### config.mk
export PLATFORM = sky130hd
export DESIGN_NAME = ee354_project_input
export DESIGN_NICKNAME = d
export VERILOG_FILES = /design/src/rtl/ee354_project_pkg.sv /design/src/rtl/ee354_project_debounce.sv /design/src/rtl/ee354_project_input.sv
export SDC_FILE = /design/constraint.sdc
export NUM_CORES = 1
export LEC_CHECK = 0
export CORE_ASPECT_RATIO = 1.5
export CORE_MARGIN = 8
export CORE_UTILIZATION = 50
export CTS_BUF_LIST = sky130_fd_sc_hd__clkbuf_16
export DETAILED_ROUTE_END_ITERATION = 8
export PLACE_DENSITY_LB_ADDON = 0.15
export SYNTH_ARGS = -nofsm -noshare
export SYNTH_HDL_FRONTEND = slang
export SYNTH_SLANG_ARGS = --single-unit
### constraint.sdc
create_clock -name Clk -period 2.5 [get_ports Clk]
set_clock_uncertainty 0.2 [all_clocks]
set_input_delay 0.375 -clock Clk [delete_from_list [all_inputs] [get_ports Clk]]
set_output_delay 0.375 -clock Clk [all_outputs]
set_load 0.01 [all_outputs]
### src/rtl/ee354_project_pkg.sv
// Shared definitions for the snake direction-input block: direction codes,
// turn FSM states and the opposite-direction helper.
package ee354_project_pkg;

    localparam logic [1:0] DIR_UP    = 2'b00;
    localparam logic [1:0] DIR_DOWN  = 2'b01;
    localparam logic [1:0] DIR_LEFT  = 2'b10;
    localparam logic [1:0] DIR_RIGHT = 2'b11;

    typedef enum logic {
        ST_READY  = 1'b0,
        ST_LOCKED = 1'b1
    } turn_state_t;

    // Up/down and left/right share bit 1 and differ in bit 0.
    function automatic logic [1:0] opposite_dir(input logic [1:0] dir);
        return {dir[1], ~dir[0]};
    endfunction

endpackage

### src/rtl/ee354_project_debounce.sv
// One push-button channel: 2-flop synchroniser, debounce counter and a
// one-cycle press event on each debounced 0->1 transition.
module ee354_project_debounce
    import ee354_project_pkg::*;
#(
    parameter int DEBOUNCE_CYCLES = 250000
) (
    input  logic clk,
    input  logic reset_n,
    input  logic btn_raw,
    output logic press
);

    localparam int            CW       = $clog2(DEBOUNCE_CYCLES);
    localparam logic [CW-1:0] CNT_LAST = CW'(DEBOUNCE_CYCLES - 1);

    logic          sync1_q, sync2_q;
    logic          level_q, level_d;
    logic          level_dly_q;
    logic          press_q, press_d;
    logic [CW-1:0] cnt_q, cnt_d;

    // Count while the synced input disagrees with the debounced level; flip on terminal count.
    always_comb begin
        cnt_d   = '0;
        level_d = level_q;
        if (sync2_q != level_q) begin
            if (cnt_q == CNT_LAST) begin
                level_d = sync2_q;
            end else begin
                cnt_d = cnt_q + 1'b1;
            end
        end
        press_d = level_q & ~level_dly_q;
    end

    // Synchroniser, debounce state and registered press event.
    always_ff @(posedge clk) begin
        if (!reset_n) begin
            sync1_q     <= 1'b0;
            sync2_q     <= 1'b0;
            level_q     <= 1'b0;
            level_dly_q <= 1'b0;
            cnt_q       <= '0;
            press_q     <= 1'b0;
        end else begin
            sync1_q     <= btn_raw;
            sync2_q     <= sync1_q;
            level_q     <= level_d;
            level_dly_q <= level_q;
            cnt_q       <= cnt_d;
            press_q     <= press_d;
        end
    end

    assign press = press_q;

endmodule

### src/rtl/ee354_project_input.sv
// Snake direction input: four debounced buttons -> arbitrated, reverse-filtered
// direction command (In_Dirn + SCEN) with one accepted turn per Speed_Clk tick.
// Optional macro EE354_TURN_BUFFER_EN adds a 1-deep pending turn applied at the tick.
//
//   state     | meaning
//   ----------+---------------------------------------------------------------
//   ST_READY  | no turn taken since last tick; a valid press is accepted at once
//   ST_LOCKED | a turn was taken; further turns wait for the next Speed_Clk
module ee354_project_input
    import ee354_project_pkg::*;
#(
    parameter int DEBOUNCE_CYCLES = 250000,
    parameter int TICK_CYCLES     = 25000000
) (
    input  logic       Clk,
    input  logic       Reset,
    input  logic       BtnU,
    input  logic       BtnD,
    input  logic       BtnL,
    input  logic       BtnR,
    input  logic       q_Run,
    output logic [1:0] In_Dirn,
    output logic       SCEN,
    output logic       Speed_Clk
);

    localparam int            TW        = $clog2(TICK_CYCLES);
    localparam logic [TW-1:0] TICK_LAST = TW'(TICK_CYCLES - 1);

    logic          press_u, press_d, press_l, press_r;
    logic          cand_any, fresh_ok, tick_eff;
    logic [1:0]    cand;
    turn_state_t   state_q, state_d;
    logic [1:0]    dir_q, dir_d;
    logic          scen_q, scen_d;
    logic          speed_clk_q, speed_clk_d;
    logic [TW-1:0] tick_cnt_q, tick_cnt_d;
`ifdef EE354_TURN_BUFFER_EN
    logic          pend_valid_q, pend_valid_d;
    logic [1:0]    pend_dir_q, pend_dir_d;
`endif

    function automatic logic turn_ok(input logic [1:0] c, input logic [1:0] cur);
        return (c != cur) && (c != opposite_dir(cur));
    endfunction

    ee354_project_debounce #(.DEBOUNCE_CYCLES(DEBOUNCE_CYCLES)) u_db_u (
        .clk(Clk), .reset_n(Reset), .btn_raw(BtnU), .press(press_u));
    ee354_project_debounce #(.DEBOUNCE_CYCLES(DEBOUNCE_CYCLES)) u_db_d (
        .clk(Clk), .reset_n(Reset), .btn_raw(BtnD), .press(press_d));
    ee354_project_debounce #(.DEBOUNCE_CYCLES(DEBOUNCE_CYCLES)) u_db_l (
        .clk(Clk), .reset_n(Reset), .btn_raw(BtnL), .press(press_l));
    ee354_project_debounce #(.DEBOUNCE_CYCLES(DEBOUNCE_CYCLES)) u_db_r (
        .clk(Clk), .reset_n(Reset), .btn_raw(BtnR), .press(press_r));

    // Fixed-priority arbitration U > D > L > R among same-cycle press events.
    always_comb begin
        cand_any = press_u | press_d | press_l | press_r;
        if (press_u)      cand = DIR_UP;
        else if (press_d) cand = DIR_DOWN;
        else if (press_l) cand = DIR_LEFT;
        else              cand = DIR_RIGHT;
    end

    assign fresh_ok = cand_any && turn_ok(cand, dir_q);
    // A tick landing right after an acceptance is absorbed so SCEN can never pulse twice in a row.
    assign tick_eff = speed_clk_q && !scen_q;

    // Tick generator: free-running 0..TICK_CYCLES-1 while running, parked at 0 otherwise.
    always_comb begin
        tick_cnt_d  = '0;
        speed_clk_d = 1'b0;
        if (q_Run) begin
            speed_clk_d = (tick_cnt_q == TICK_LAST);
            tick_cnt_d  = (tick_cnt_q == TICK_LAST) ? '0 : tick_cnt_q + 1'b1;
        end
    end

    // Turn FSM next state, direction update and SCEN strobe.
    always_comb begin
        state_d = state_q;
        dir_d   = dir_q;
        scen_d  = 1'b0;
`ifdef EE354_TURN_BUFFER_EN
        pend_valid_d = pend_valid_q;
        pend_dir_d   = pend_dir_q;
`endif
        if (!q_Run) begin
            state_d = ST_READY;
`ifdef EE354_TURN_BUFFER_EN
            pend_valid_d = 1'b0;
`endif
        end else begin
            case (state_q)
                ST_READY: begin
                    if (fresh_ok) begin
                        dir_d   = cand;
                        scen_d  = 1'b1;
                        state_d = ST_LOCKED;
                    end
                end
                ST_LOCKED: begin
                    if (tick_eff) begin
`ifdef EE354_TURN_BUFFER_EN
                        pend_valid_d = 1'b0;
`endif
                        if (fresh_ok) begin
                            dir_d  = cand;
                            scen_d = 1'b1;
                        end
`ifdef EE354_TURN_BUFFER_EN
                        else if (pend_valid_q && turn_ok(pend_dir_q, dir_q)) begin
                            dir_d  = pend_dir_q;
                            scen_d = 1'b1;
                        end
`endif
                        else begin
                            state_d = ST_READY;
                        end
                    end
`ifdef EE354_TURN_BUFFER_EN
                    else if (cand_any) begin
                        pend_valid_d = 1'b1;
                        pend_dir_d   = cand;
                    end
`endif
                end
                default: state_d = ST_READY;
            endcase
        end
    end

    // All state and outputs registered; synchronous active-low reset.
    always_ff @(posedge Clk) begin
        if (!Reset) begin
            state_q     <= ST_READY;
            dir_q       <= DIR_UP;
            scen_q      <= 1'b0;
            speed_clk_q <= 1'b0;
            tick_cnt_q  <= '0;
`ifdef EE354_TURN_BUFFER_EN
            pend_valid_q <= 1'b0;
            pend_dir_q   <= DIR_UP;
`endif
        end else begin
            state_q     <= state_d;
            dir_q       <= dir_d;
            scen_q      <= scen_d;
            speed_clk_q <= speed_clk_d;
            tick_cnt_q  <= tick_cnt_d;
`ifdef EE354_TURN_BUFFER_EN
            pend_valid_q <= pend_valid_d;
            pend_dir_q   <= pend_dir_d;
`endif
        end
    end

    assign In_Dirn   = dir_q;
    assign SCEN      = scen_q;
    assign Speed_Clk = speed_clk_q;

endmodule

==> results.json, run 1 <==
{
  "cp_max_fo": 17,
  "post_cts_buffers": 0,
  "cts_hold_buf": 0,
  "htreeDepth": 4,
  "finalCriticalPeriod_ps": 2140,
  "outcome": "completed",
  "drive_gt1_share_pct": 6.77,
  "port_buffers": 10,
  "routed_wl_microns": 8350,
  "critPathRequiredTime_ps": 2570,
  "clk_pin_slew_worst_paths_ps": 50,
  "start_util_pct": 50.3,
  "overflow": 0,
  "p_per_area_mw_per_mm2": 760,
  "yosys_warnings": 0,
  "critPathMaxStageDelay_ps": 450,
  "nets": 575,
  "first_global_vias": 3581,
  "layout_commonest_cell": "nor2_1",
  "gp_congestion": 0.772,
  "cts_tree": "built",
  "rows": 45,
  "crit_start": "u_db_u.cnt_q[0]",
  "synthAdderAreaFrac_pct": 1.25,
  "synth.avg_cell_area_sq_um": 9.18,
  "post_drt_wl_per_cell_microns": 12.0,
  "grt_pass1_wl_microns": 15300,
  "syn-num-nets": 558,
  "drv_slew": 0,
  "netlist_area_sq_mm": 0.00501,
  "grt_max_degree": 25,
  "diodes": 0,
  "synthCells": 546,
  "drc": 0,
  "synth_xor_area_share_pct": 15.9,
  "whs_path_depth": 1,
  "die_y_microns": 139,
  "vias": 3541,
  "cts.sinks": 122,
  "clock.fmax_mhz": 467,
  "hp-start": "u_db_u.level_dly_q",
  "p_leak_uw": 0.00205,
  "synth-simple-area-share_pct": 29.9,
  "io_pins": 11,
  "routed_via_density": 5.11,
  "synth_compound_area_share_pct": 0.624,
  "finalCoreUtilization_pct": 57.9,
  "cp-end-kind": "flip-flop",
  "antenna_found_initial": 0,
  "synth-seq-cells": 122,
  "setup_viol": 0,
  "cp_slowest_cell": "or2_1",
  "ctsLongestPathBuffers": 2,
  "crit_chain": "ha_1 -> nand3_1 -> nor4_1 -> buf_4 -> or2_1 -> nor2_1",
  "rsz0062_at_grt": "no",
  "yosysUniqueCellTypes": 34,
  "synthMuxAreaShare_pct": 0.999,
  "min-delay-path-class": "flip-flop to flip-flop",
  "dieWidth_microns": 97.8,
  "clock_latency_ps": 410,
  "critical_path_class": "flip-flop to flip-flop",
  "slew_headroom_pct": 62.9,
  "r2r-start": "u_db_u.cnt_q[0]",
  "coreArea_sq_mm": 0.00997,
  "reg2reg_to": "u_db_u.cnt_q[9]",
  "r2r_cells": 6,
  "drt_iter0_drc": 94,
  "cts-buffers-inserted": 17,
  "area_growth_pct": 15.1,
  "worst_slew_pin_slew_ps": 552,
  "hold_viol": 0,
  "maxCapViolations": 0,
  "final_antenna_net_count": 0,
  "fin_crit_sh_pct": 85.7,
  "arrival_ps": 2210,
  "r2r_setup_slack_ps": 360,
  "drtPass1Iterations": 6,
  "root_buffer": "clkbuf_16",
  "place_hpwl_microns": 5740,
  "dieArea_sq_mm": 0.0136,
  "synth_top_family_by_area": "simple AND/OR/NAND/NOR gates",
  "cts_resized": 0,
  "setup-tns-final_ps": 0,
  "critPathLaunchType": "flip-flop",
  "p_total_uw": 4380,
  "grtUsageTotal_pct": 13.6,
  "ys_seq_area_share_pct": 48.7,
  "min_to": "u_db_u.press",
  "vdd_drop_max_mv": 0.432,
  "final_cell_mix": "nor2_1, dfxtp_1, xor2_1"
}
==> power by group <==
part	total (uW)	switching, uW	internal (uW)
registers	1960	5.36	1960
logic	44.8	27.4	17.4
clock network	2380	830	1550
total	4380	862	3520
==> registers in the layout, summed over array words and instances (netlist names), 2 cells and up <==
signal	cells
u_db_l.cnt_q	18
u_db_r.cnt_q	18
u_db_d.cnt_q	18
tick_cnt_q	25
In_Dirn	2
u_db_u.cnt_q	18
==> Yosys cell counts (all sizes together) <==
cell | n | area (sq um)
a211o | 1 | 8.76
a21oi | 2 | 10.0
and2 | 16 | 100
and3 | 17 | 106
and4 | 9 | 78.8
buf | 10 | 77.6
clkbuf | 4 | 15.0
dfxtp | 122 | 2440
ha | 5 | 62.6
inv | 10 | 37.5
mux2i | 5 | 50.1
nand2 | 35 | 131
nand3 | 34 | 175
nand3b | 2 | 15.0
nand4 | 26 | 169
nor2 | 125 | 469
nor2b | 6 | 37.5
nor3 | 5 | 25.0
nor4 | 6 | 73.8
nor4b | 8 | 82.6
o211ai | 1 | 7.51
o21ai | 1 | 5.00
or2 | 4 | 25.0
or4b | 1 | 10.0
xnor2 | 28 | 245
xor2 | 63 | 552
==> kinds of logic after synthesis <==
logic type / Yosys count
AND/OR/NAND/NOR: 294
AO/OA/AOI/OAI: 5
XOR/XNOR: 91
adder cells (fa/ha/maj): 5
buffers and inverters: 24
multiplexers: 5
flip-flops: 122
==> worst max-delay path by stage <==
| stage | end | slack, ps | depth (start not counted) |
|---|---|---|---|
| 2_1_floorplan | u_db_u.cnt_q[11] | 730 | 7 |
| 3_3_place_gp | u_db_r.cnt_q[4] | 340 | 4 |
| 3_5_place_dp | u_db_r.cnt_q[12] | 280 | 4 |
| 4_1_cts | u_db_u.cnt_q[14] | 310 | 6 |
| 5_1_grt | u_db_u.cnt_q[8] | 110 | 6 |
| 6_report | u_db_u.cnt_q[9] | 360 | 6 |
==> metrics by stage <==
step / area, sq um / cells / hold WS [ps] / setup WS, ps
2_1_floorplan: 5010 / 546 / 167 / 732
3_3_place_gp: 5180 / 661 / 172 / 345
3_5_place_dp: 5180 / 661 / 176 / 279
4_1_cts: 5770 / 693 / 183 / 308
5_1_grt: 5770 / 693 / 187 / 113
6_report: 5770 / 693 / 180 / 357
==> worst max-delay path, delay by kind of cell (launching register included) <==
| family | cells | cell delay (ps) |
|---|---|---|
| adder cells (fa/ha/maj) | 1 | 190 |
| buffers and inverters | 1 | 180 |
| flip-flops | 1 | 350 |
| AND/OR/NAND/NOR | 4 | 1080 |
==> routing by layer <==
metal  up-vias  routed length [microns]  global-route usage [%]
li1       1849                        -                       -
met1      1642                     3790                    14.6
met2        35                     4130                    23.3
met3        15                      224                    3.87
met4         0                      198                    7.51
met5         -                        0                       0
==> cell type report <==
| type | instances | area, sq um |
|---|---|---|
| Fill cell | 916 | 4200 |
| Sequential cell | 122 | 2440 |
| Multi-Input combinational cell | 400 | 2440 |
| Clock buffer | 17 | 425 |
| Clock inverter | 15 | 160 |
| Tap cell | 117 | 146 |
| Timing Repair Buffer | 12 | 115 |
| Inverter | 10 | 37.5 |
No activity file was read; power rests on OpenSTA's default activity.
==> inputs of run 2 (changes only) <==
--- a/config.mk
+++ b/config.mk
@@ -10,6 +10,7 @@
 export CORE_UTILIZATION = 50
 export CTS_BUF_LIST = sky130_fd_sc_hd__clkbuf_16
 export DETAILED_ROUTE_END_ITERATION = 8
+export GPL_TIMING_DRIVEN = 0
 export PLACE_DENSITY_LB_ADDON = 0.15
 export SYNTH_ARGS = -nofsm -noshare
 export SYNTH_HDL_FRONTEND = slang
==> results.json, run 2 (synthesis gave the netlist of run 1 again) <==
{
  "worst-path-stages": 7,
  "slew_headroom_pct": 63.5,
  "finalCriticalPeriod_ps": 2080,
  "endpoint": "u_db_u.cnt_q[12]",
  "cts.sinks": 122,
  "routed_via_density": 5.11,
  "arrival_ps": 2170,
  "highest_layer": "met4",
  "htreeDepth": 4,
  "r2r_setup_slack_ps": 420,
  "hold_viol": 0,
  "root_buffer": "clkbuf_16",
  "worst-path-buf-inv": 2,
  "p_leak_uw": 0.00207,
  "clock.fmax_mhz": 482,
  "cts_tree": "built",
  "p_per_area_mw_per_mm2": 718,
  "drt_iter0_drc": 123,
  "maxCapViolations": 0,
  "grt_pass1_wl_microns": 15000,
  "area_growth_pct": 15.1,
  "routed_wl_microns": 8670,
  "nets": 586,
  "reg2reg_to": "u_db_u.cnt_q[12]",
  "critical_path_class": "flip-flop to flip-flop",
  "min-delay-path-class": "flip-flop to flip-flop",
  "dr_wl_met2_microns": 4260,
  "dieWidth_microns": 97.8,
  "critPathRequiredTime_ps": 2590,
  "setup-tns-final_ps": 0,
  "cp-end-kind": "flip-flop",
  "coreArea_sq_mm": 0.00997,
  "vias": 3596,
  "first_global_vias": 3475,
  "critPathTopFamily": "simple AND/OR/NAND/NOR gates",
  "place_hpwl_microns": 5980,
  "setup_viol": 0,
  "rsz0062_at_grt": "no",
  "diodes": 0,
  "die_y_microns": 139,
  "drc": 0,
  "worst_slew_pin_slew_ps": 544,
  "cts_hold_buf": 0,
  "drive_gt1_share_pct": 7.50,
  "layout_commonest_cell": "nor2_1",
  "post_drt_wl_per_cell_microns": 12.3,
  "drtPass1Iterations": 4,
  "port_buffers": 9,
  "antenna_found_initial": 0,
  "wl_met3_microns": 229,
  "drv_slew": 0,
  "cts_resized": 0,
  "grtUsageTotal_pct": 13.4,
  "met1_length_microns": 4060,
  "critPathLaunchType": "flip-flop",
  "overflow": 0,
  "outcome": "completed",
  "r2r_cells": 7,
  "dieArea_sq_mm": 0.0136,
  "start_util_pct": 50.3,
  "clock_latency_ps": 400,
  "grt_max_degree": 17,
  "fin_crit_sh_pct": 83.0,
  "crit_chain": "ha_1 -> nand3_1 -> nor4_1 -> or2_1 -> buf_4 -> buf_6 -> nor2_1",
  "top_register": "tick_cnt_q",
  "hp-start": "u_db_l.level_dly_q",
  "io_pins": 11,
  "largest_register_ffs": 25,
  "ctsLongestPathBuffers": 2,
  "cp_max_fo": 10,
  "final_antenna_net_count": 0,
  "post_cts_buffers": 0,
  "final_cell_mix": "nor2_1, dfxtp_1, xor2_1",
  "r2r-start": "u_db_u.cnt_q[0]",
  "cts-buffers-inserted": 17,
  "gp_congestion": 0.761,
  "p_total_uw": 4140,
  "rows": 45,
  "critPathMaxStageDelay_ps": 520,
  "clk_pin_slew_worst_paths_ps": 50,
  "cp_slowest_cell": "nor4_1",
  "vdd_drop_max_mv": 0.516,
  "crit_start": "u_db_u.cnt_q[0]"
}
## run 2: how the worst min path moves through the flow
stage / endpoint / cells after the start
3_5_place_dp: u_db_l.press / 1
5_1_grt: u_db_r.press / 1
3_3_place_gp: u_db_d.press / 1
4_1_cts: u_db_l.press / 1
2_1_floorplan: u_db_d.press / 1
6_report: u_db_l.press / 1
## run 2: final cells by class
type / instances / area, sq um
fill: 902 / 4200
sequential: 122 / 2440
multi-input combinational: 400 / 2440
clock buffer: 17 / 425
tap: 117 / 146
clock inverter: 15 / 96.3
buffer: 14 / 92.6
timing repair buffer: 9 / 90.1
inverter: 10 / 37.5
## run 2: power by group
part	leakage (uW)	internal, uW	switching [uW]
logic	0.000812	21.9	29.5
registers	0.000985	1960	5.38
clock network	0.000273	1330	804
## run 2: stage by stage
stage	util, %	cell area (sq um)	setup slack (ps)	hold WS [ps]	instances
floorplan	-	5010	732	167	546
global placement	52.7	5250	476	173	672
detailed placement	52.7	5250	443	173	672
CTS	57.9	5770	369	180	704
global route	57.9	5770	250	187	704
finish	57.9	5770	424	180	704
## run 2: metal layers
| metal | up-vias | GRT usage (%) |
|---|---|---|
| li1 | 1866 | - |
| met5 | - | 0 |
| met3 | 11 | 4.27 |
| met4 | 0 | 6.77 |
| met2 | 28 | 23.1 |
| met1 | 1691 | 14.4 |
==> inputs of run 3 (changes only) <==
==> constraint.sdc (replaced) <==
create_clock -name Clk -period 2.1 [get_ports Clk]
set_clock_uncertainty 0.2 [all_clocks]
set_input_delay 0.315 -clock Clk [delete_from_list [all_inputs] [get_ports Clk]]
set_output_delay 0.315 -clock Clk [all_outputs]
set_load 0.01 [all_outputs]
==> results.json, run 3 (synthesis gave the netlist of run 1 again) <==
{
  "vias": 3556,
  "grtUsageTotal_pct": 13.4,
  "drv_slew": 0,
  "setup_viol": 0,
  "r2r_cells": 7,
  "outcome": "completed",
  "drtPass1Iterations": 4,
  "routed_wl_microns": 8600,
  "cts.sinks": 122,
  "whs_path_depth": 1,
  "critPathRequiredTime_ps": 2190,
  "min-delay-path-class": "flip-flop to flip-flop",
  "critPathLaunchType": "flip-flop",
  "arrival_ps": 2040,
  "htreeDepth": 4,
  "layout_commonest_cell": "nor2_1",
  "cts_hold_buf": 0,
  "dieArea_sq_mm": 0.0136,
  "rows": 45,
  "dieWidth_microns": 97.8,
  "final_cell_mix": "nor2_1, dfxtp_1, xor2_1",
  "cp_max_fo": 10,
  "start_util_pct": 50.3,
  "switching_share_pct": 20.2,
  "clk_pin_slew_worst_paths_ps": 50,
  "finalCriticalPeriod_ps": 1950,
  "post_cts_buffers": 0,
  "hp-start": "u_db_l.level_dly_q",
  "n_fill_cell": 894,
  "min_to": "u_db_l.press",
  "antenna_found_initial": 0,
  "multi_input_area_sq_mm": 0.00247,
  "grt_pass1_wl_microns": 15000,
  "r2r-start": "u_db_r.cnt_q[11]",
  "drt_iter0_drc": 103,
  "vdd_drop_max_mv": 0.614,
  "place_hpwl_microns": 5980,
  "largest_register_ffs": 25,
  "seq_power_share_pct": 47.4,
  "final_antenna_net_count": 0,
  "intPower_uw": 3930,
  "drive_gt1_share_pct": 8.02,
  "grt_max_degree": 17,
  "coreArea_sq_mm": 0.00997,
  "fin_crit_sh_pct": 92.8,
  "first_global_vias": 3484,
  "cp-end-kind": "flip-flop",
  "critical_path_class": "flip-flop to flip-flop",
  "drc": 0,
  "overflow": 0,
  "root_buffer": "clkbuf_16",
  "seq_area_sq_mm": 0.00244,
  "clock.fmax_mhz": 513,
  "place_ws_ps": 43.5,
  "maxCapViolations": 0,
  "top_register": "tick_cnt_q",
  "area_growth_pct": 15.6,
  "combPwrFrac_pct": 1.2,
  "routed_via_density": 5.06,
  "diodes": 0,
  "clockPowerShare_pct": 51.4,
  "cts-buffers-inserted": 17,
  "p_switching_uw": 997,
  "reg2reg_to": "u_db_r.cnt_q[13]",
  "worst_slew_pin_slew_ps": 496,
  "worst_slack_ps": 151,
  "port_buffers": 9,
  "p_leak_uw": 0.00208,
  "slew_headroom_pct": 67.0,
  "clock_latency_ps": 400,
  "cts_tree": "built",
  "io_pins": 11,
  "ctsLongestPathBuffers": 2,
  "gp_congestion": 0.761,
  "nets": 585,
  "p_per_area_mw_per_mm2": 851,
  "hold_viol": 0,
  "die_y_microns": 139,
  "timing.hold.ws_ps": 180,
  "r2r_setup_slack_ps": 150,
  "post_drt_wl_per_cell_microns": 12.2
}
## run 3: cell types whose count changed in the layout (fill, tap and decap cells not counted), sizes merged
cell  delta
buf      -1
## run 3: worst max-delay path: stages, from the launching register on
cell and delay, ps:
dfxtp_1 360, nor4b_2 270, nand2_1 100, nor4_2 400, or2_1 150, buf_4 150
buf_6 150, nor2_1 50
## run 3: area by class of cell
type                    count  share of cell area [%]
plain buffers              13                    1.51
multi-input cells         400                    42.6
flip-flops and latches    122                    42.2
clock inverters            15                    1.66
clock buffers              17                    7.34
inverters                  10                   0.648
repair buffers              9                    1.56
well taps                 117                    2.53
## run 3: how the worst max path moves through the flow
stage | startpoint | to | cells after the start
after floorplan | u_db_u.cnt_q[0] | u_db_u.cnt_q[11] | 7
after global placement | u_db_u.cnt_q[0] | u_db_u.cnt_q[15] | 7
after detailed placement | u_db_u.cnt_q[0] | u_db_u.cnt_q[15] | 7
after CTS | u_db_l.cnt_q[6] | u_db_l.cnt_q[14] | 7
after global routing | u_db_l.cnt_q[6] | u_db_l.cnt_q[9] | 7
final | u_db_r.cnt_q[11] | u_db_r.cnt_q[13] | 7
## run 3: repair_timing
item,4_1_cts,5_1_grt
pin swaps,0,0
setup endpoints to repair,10,39
resized for setup,1,4
## run 3: per-layer routing
layer / track usage, % / routed length, microns
met1: 14.4 / 3990
met2: 23.2 / 4240
met3: 4.27 / 235
met4: 6.77 / 133
met5: 0 / 0
## run 3: stage by stage
| stage | instances | total power [uW] | area [sq um] | TNS (ps) | util (%) |
|---|---|---|---|---|---|
| final | 703 | 4930 | 5790 | 0 | 58.1 |
| after global routing | 703 | 5100 | 5790 | -0.707 | 58.1 |
| after CTS | 704 | 4990 | 5780 | 0 | 58.0 |
| after detailed placement | 672 | 2440 | 5250 | 0 | 52.7 |
| after global placement | 672 | 2440 | 5250 | 0 | 52.7 |
| after floorplan | 546 | 2420 | 5010 | 0 | - |
## run 3: power by group through the flow
stage / Clock (uW) / Combinational, uW / Sequential [uW]
after global placement: 0 / 60.3 / 2380
after global routing: 2700 / 67.8 / 2330
after floorplan: 0 / 39.6 / 2380
final: 2530 / 60.3 / 2340
after detailed placement: 0 / 61.5 / 2380
after CTS: 2590 / 62.2 / 2330
